File: config.mk
export PLATFORM = sky130hd
export DESIGN_NAME = instruction_buffer_unit
export DESIGN_NICKNAME = d
export VERILOG_FILES = /design/src/rtl/instruction_buffer_unit_pkg.sv /design/src/rtl/instruction_buffer_unit_slicer.sv /design/src/rtl/instruction_buffer_unit.sv
export SDC_FILE = /design/constraint.sdc
export NUM_CORES = 1
export LEC_CHECK = 0
export ABC_AREA = 0
export ABC_CLOCK_PERIOD_IN_PS = 10100
export BUFFER_PORTS_ARGS = -buffer_cell sky130_fd_sc_hd__buf_2
export CORE_MARGIN = 1
export CORE_UTILIZATION = 60
export DETAILED_ROUTE_END_ITERATION = 16
export PLACE_DENSITY = 0.83
export RECOVER_POWER = 50
export SLEW_MARGIN = 0
export SYNTH_ARGS = -nofsm -noshare
export SYNTH_HDL_FRONTEND = slang
export SYNTH_SLANG_ARGS = --single-unit
File: constraint.sdc
create_clock -name clk_in -period 10.1 [get_ports clk_in]
set_input_delay 3.03 -clock clk_in [delete_from_list [all_inputs] [get_ports clk_in]]
set_output_delay 3.03 -clock clk_in [all_outputs]
set_load 0.01 [all_outputs]
File: src/rtl/instruction_buffer_unit_pkg.sv
// Shared constants for the instruction buffer: default width, bubble word and
// RV32 field bit positions used by the slicer.
package instruction_buffer_unit_pkg;

  localparam int          ILEN_DEF     = 32;
  localparam logic [31:0] NOP_INST_DEF = 32'h0000_0013;

  localparam int OPCODE_LSB = 0;
  localparam int OPCODE_MSB = 6;
  localparam int RD_LSB     = 7;
  localparam int RD_MSB     = 11;
  localparam int FUNC3_LSB  = 12;
  localparam int FUNC3_MSB  = 14;
  localparam int RS1_LSB    = 15;
  localparam int RS1_MSB    = 19;
  localparam int RS2_LSB    = 20;
  localparam int RS2_MSB    = 24;
  localparam int FUNC7_LSB  = 25;
  localparam int FUNC7_MSB  = 31;

endpackage

File: src/rtl/instruction_buffer_unit_slicer.sv
// Combinational split of one instruction word into its decode fields.
module inst_field_slicer
  import instruction_buffer_unit_pkg::*;
#(
  parameter int ILEN = ILEN_DEF
) (
  input  logic [ILEN-1:0] inst,
  output logic [6:0]      opcode,
  output logic [4:0]      rd_addr,
  output logic [2:0]      func3,
  output logic [4:0]      rs1_addr,
  output logic [4:0]      rs2_addr,
  output logic [6:0]      func7,
  output logic [24:0]     instr_31_to_7
);

  assign opcode        = inst[OPCODE_MSB:OPCODE_LSB];
  assign rd_addr       = inst[RD_MSB:RD_LSB];
  assign func3         = inst[FUNC3_MSB:FUNC3_LSB];
  assign rs1_addr      = inst[RS1_MSB:RS1_LSB];
  assign rs2_addr      = inst[RS2_MSB:RS2_LSB];
  assign func7         = inst[FUNC7_MSB:FUNC7_LSB];
  assign instr_31_to_7 = inst[FUNC7_MSB:RD_LSB];

endmodule

File: src/rtl/instruction_buffer_unit.sv
// Fetch-to-decode instruction FIFO with a registered, pre-sliced output stage
// that presents a bubble on underflow, flush and reset.
module instruction_buffer_unit
  import instruction_buffer_unit_pkg::*;
#(
  parameter int               ILEN     = ILEN_DEF,
  parameter int               DEPTH    = 4,
  parameter logic [ILEN-1:0]  NOP_INST = NOP_INST_DEF
) (
  input  logic                     clk_in,
  input  logic                     rst_n_in,
  input  logic                     inst_valid_in,
  input  logic [ILEN-1:0]          inst_in,
  input  logic [ILEN-1:0]          pc_in,
  output logic                     inst_ready_out,
  input  logic                     flush_in,
  input  logic                     stall_in,
  output logic                     dec_valid_out,
  output logic [6:0]               opcode_out,
  output logic [4:0]               rd_addr_out,
  output logic [2:0]               func3_out,
  output logic [4:0]               rs1_addr_out,
  output logic [4:0]               rs2_addr_out,
  output logic [6:0]               func7_out,
  output logic [24:0]              instr_31_to_7_out,
  output logic [ILEN-1:0]          pc_out,
  output logic [$clog2(DEPTH):0]   count_out
);

  localparam int              AW      = $clog2(DEPTH);
  localparam int              CW      = AW + 1;
  localparam logic [CW-1:0]   DEPTH_C = CW'(DEPTH);

  logic [2*ILEN-1:0] mem_p0 [DEPTH];
  logic [2*ILEN-1:0] head_p0;
  logic [AW-1:0]     wr_ptr, rd_ptr;
  logic [CW-1:0]     count;
  logic              wr_en, rd_en, load_out;
  logic [ILEN-1:0]   nxt_inst, nxt_pc;

  logic [6:0]        sl_opcode, sl_func7;
  logic [4:0]        sl_rd, sl_rs1, sl_rs2;
  logic [2:0]        sl_func3;
  logic [24:0]       sl_hi;

  logic              vld_p1;
  logic [6:0]        opcode_p1, func7_p1;
  logic [4:0]        rd_p1, rs1_p1, rs2_p1;
  logic [2:0]        func3_p1;
  logic [24:0]       hi_p1;
  logic [ILEN-1:0]   pc_p1;

  // Full blocks writes even when a read frees a slot in the same cycle.
  assign inst_ready_out = (count < DEPTH_C) && !flush_in;
  assign wr_en          = inst_valid_in && inst_ready_out && rst_n_in;
  assign rd_en          = !stall_in && !flush_in && (count != '0);
  assign load_out       = !rst_n_in || flush_in || !stall_in;
  assign head_p0        = mem_p0[rd_ptr];

  always_comb begin
    nxt_inst = NOP_INST;
    nxt_pc   = '0;
    if (rst_n_in && rd_en) begin
      nxt_inst = head_p0[2*ILEN-1:ILEN];
      nxt_pc   = head_p0[ILEN-1:0];
    end
  end

  inst_field_slicer #(.ILEN(ILEN)) u_slicer (
    .inst          (nxt_inst),
    .opcode        (sl_opcode),
    .rd_addr       (sl_rd),
    .func3         (sl_func3),
    .rs1_addr      (sl_rs1),
    .rs2_addr      (sl_rs2),
    .func7         (sl_func7),
    .instr_31_to_7 (sl_hi)
  );

  // Stage p0: storage, pointers and occupancy
  always_ff @(posedge clk_in) begin
    if (wr_en) mem_p0[wr_ptr] <= {inst_in, pc_in};
  end

  always_ff @(posedge clk_in) begin
    if (!rst_n_in || flush_in) begin
      wr_ptr <= '0;
      rd_ptr <= '0;
      count  <= '0;
      vld_p1 <= 1'b0;
    end else begin
      if (wr_en) wr_ptr <= wr_ptr + 1'b1;
      if (rd_en) rd_ptr <= rd_ptr + 1'b1;
      case ({wr_en, rd_en})
        2'b10:   count <= count + 1'b1;
        2'b01:   count <= count - 1'b1;
        default: count <= count;
      endcase
      if (!stall_in) vld_p1 <= rd_en;
    end
  end

  // Stage p1: registered decode fields of one selected word
  always_ff @(posedge clk_in) begin
    if (load_out) begin
      opcode_p1 <= sl_opcode;
      rd_p1     <= sl_rd;
      func3_p1  <= sl_func3;
      rs1_p1    <= sl_rs1;
      rs2_p1    <= sl_rs2;
      func7_p1  <= sl_func7;
      hi_p1     <= sl_hi;
      pc_p1     <= nxt_pc;
    end
  end

  assign dec_valid_out     = vld_p1;
  assign opcode_out        = opcode_p1;
  assign rd_addr_out       = rd_p1;
  assign func3_out         = func3_p1;
  assign rs1_addr_out      = rs1_p1;
  assign rs2_addr_out      = rs2_p1;
  assign func7_out         = func7_p1;
  assign instr_31_to_7_out = hi_p1;
  assign pc_out            = pc_p1;
  assign count_out         = count;

endmodule

==> flow_summary.ini <==
[power_and_ir_drop]
combPwrFrac_pct = 2.5
p_leak_nw = 4.455
peakVddDrop_mv = 0.1567
pwr-share-clk_pct = 41.1
p_total_w = 0.002709
p_sw_share_pct = 19.50
power_density_mw_per_mm2 = 193.6
power.internal_w = 0.002181
switching_power_w = 0.0005283
p_seq_share_pct = 56.4

[clock_network]
cts_setup_buffers = 0
cts_tree = done
cts.clk_slew.worst_paths_ns = 0.07
clockRootBuffer = clkbuf_16
clk_latency_ns = 0.55
ctsResizeCount = 0
clock_sinks = 330
cts_buffers = 31
cts_hold_buf = 0
clock_path_buffers = 3
htree_levels = 1

[setup_path]
worstSetupPathType = in2out
crit_required_ns = 7.07
crit_path_start_kind = input pin
crit_path_max_fanout = 4
cp.arrival_ns = 3.35
setup.worst_path.end_class = output pin

[synth]
ys_seq_elements = 330
yosysSeqAreaShare_pct = 79.59
yosys.area_share.simple_pct = 4.416
syn_inst = 554
synth_fa_ha_area_share_pct = 0.6700
synth_cell_types = 30
synth_top_family_by_area = multiplexers
synth_compound_area_share_pct = 0.3045
netlist_area_mm2 = 0.01233
ys_warn_count = 0
synth_area_per_cell_um2 = 22.25
synth.area.mux_share_pct = 11.78
yosys.area_share.xor_xnor_pct = 0.2132
syn-num-nets = 629

[global_routing]
antenna_found_initial = 0
grt_overflow = 0
grt_usage_pct = 19.45
grt_max_degree = 65
grt_pass1_wl_um = 31280
grt_pass1_vias = 5747

[finish]
num_antenna_cells = 0
layout_commonest_cell = edfxtp_1
area_growth_pct = 13.53
layout_common_cells = edfxtp_1 (320), clkbuf_1 (145), mux4_2 (64)
fillers = 1301
drive_gt1_share_pct = 19.81
fin_nets = 778
postLayoutCoreUtil_pct = 69.38

[hold_path]
hold_class = reg2reg

[sta]
setup_viol = 0
setup_ws_ns = 3.718
worst_clock_skew_ns = 0.01664
slew_headroom_pct = 5.341
rsz0062_at_grt = false
tightest_slew_ns = 1.420
min_period_ns = 6.382
hold_viol = 0
finalHoldWorstSlack_ns = 0.5065
fin_setup_tns_ns = 0
min_period_over_period_pct = 63.19
finalMaxSlewViolations = 0
fmax_mhz = 156.7

[placement]
post-place-ws_ns = 3.719
port-buffer-count = 162
dp_hpwl_um = 11410
gp_congestion = 0.6852

[detailed_routing]
vias = 5534
route.detailed.drc = 0
wire_per_inst_um = 20.26
drtPass1Iterations = 11
drt_iter0_drc = 329
via_per_inst = 5.551
ant_nets = 0
routed_wl_um = 20200

[floorplan]
num_rows = 52
start_util_pct = 61.11
core_mm2 = 0.02017
top_level_ports = 163
die_h_um = 145.3
die_w_um = 145.3
die_area_mm2 = 0.02112

[status]
run_status = finished clean

[run]
maxCapViolCount = 0
power groups by stage:
stage | Combinational [W] | Sequential [W] | Clock [W]
after CTS | 0.0000744 | 0.00153 | 0.00113
after global placement | 0.0000699 | 0.00156 | 0
final | 0.0000670 | 0.00153 | 0.00111
after detailed placement | 0.0000741 | 0.00156 | 0
after global routing | 0.0000730 | 0.00153 | 0.00118
after floorplan | 0.0000317 | 0.00156 | 0
path summary, 6_finish.rpt:
path                             start                            endpoint  slack [ns]  cells after the start
max                           flush_in                      inst_ready_out        3.72                      3
min             rd_ptr[1]$_SDFFE_PP0P_                           flip-flop        0.51                      2
max reg2reg  count_out[2]$_SDFFE_PP0P_  instr_31_to_7_out[7]$_SDFFCE_PN0P_        7.15                      4
min reg2reg     rd_ptr[1]$_SDFFE_PP0P_                           flip-flop        0.51                      2
cells in the mapped netlist (all sizes together):
master / number / area share (%)
edfxtp: 320 / 78
o21ai: 2 / 0.081
mux2i: 1 / 0.081
fa: 1 / 0.16
and3: 4 / 0.20
nor3: 2 / 0.081
nor2: 6 / 0.18
xor2: 2 / 0.14
o211ai: 1 / 0.061
nand3: 1 / 0.041
buf: 42 / 2.7
a21oi: 4 / 0.16
dfxtp: 10 / 1.6
or3: 3 / 0.15
nor2b: 63 / 3.2
inv: 6 / 0.18
or4: 1 / 0.061
clkbuf: 6 / 0.19
xnor2: 1 / 0.071
ha: 5 / 0.51
nand2b: 2 / 0.16
nand2: 3 / 0.091
mux4: 64 / 12
or2: 3 / 0.15
and2: 1 / 0.051
layer usage:
layer	wire [um]	GRT usage, %	up-vias	part of all wire [%]
met4	467	6.789	0	2.3
met2	10710	34.06	197	53
met5	0	0	-	0
li1	-	-	2488	-
met3	1249	3.208	37	6.2
met1	7766	24.93	2812	38
metrics by stage:
| step | instances | cell area, um2 |
|---|---|---|
| after floorplan | 554 | 12330 |
| after global placement | 940 | 13170 |
| after detailed placement | 940 | 13170 |
| after CTS | 997 | 14170 |
| after global routing | 997 | 13990 |
| final | 997 | 13990 |
sequential cells by signal (all words and copies together), names as in the netlist, named ones only:
register,flops
instr_31_to_7_out,4
rs2_addr_out,4
rs1_addr_out,4
func7_out,7
rd_addr_out,4
rd_ptr,2
func3_out,2
dec_valid_out,1
count_out,3
opcode_out,7
wr_ptr,2
pc_out,32
mem_p0,256
layout make-up:
type / count / area (um2) / share of cell area (%)
clock inverters: 20 / 136.4 / 0.9746
inverters: 6 / 22.52 / 0.1609
multi-input cells: 170 / 2170 / 15.50
well taps: 270 / 337.8 / 2.414
flip-flops and latches: 330 / 9817 / 70.15
repair buffers: 164 / 648.1 / 4.632
clock buffers: 37 / 862.1 / 6.161
logic make-up (layout without fill, tap and decap cells):
logic type / Yosys count / in the layout
xor gates and xnor gates: 3 / 3
and+or+nand+nor: 89 / 89
muxes: 65 / 65
DFF: 330 / 330
adders and majority gates: 6 / 6
AOI/OAI and AO/OA: 7 / 7
buffers and inverters: 54 / 227
critical path, stage by stage:
cell,delay (ns)
buf_2,0.12
nor2_1,0.07
buf_2,0.13
No activity file was read; power rests on OpenSTA's default activity.
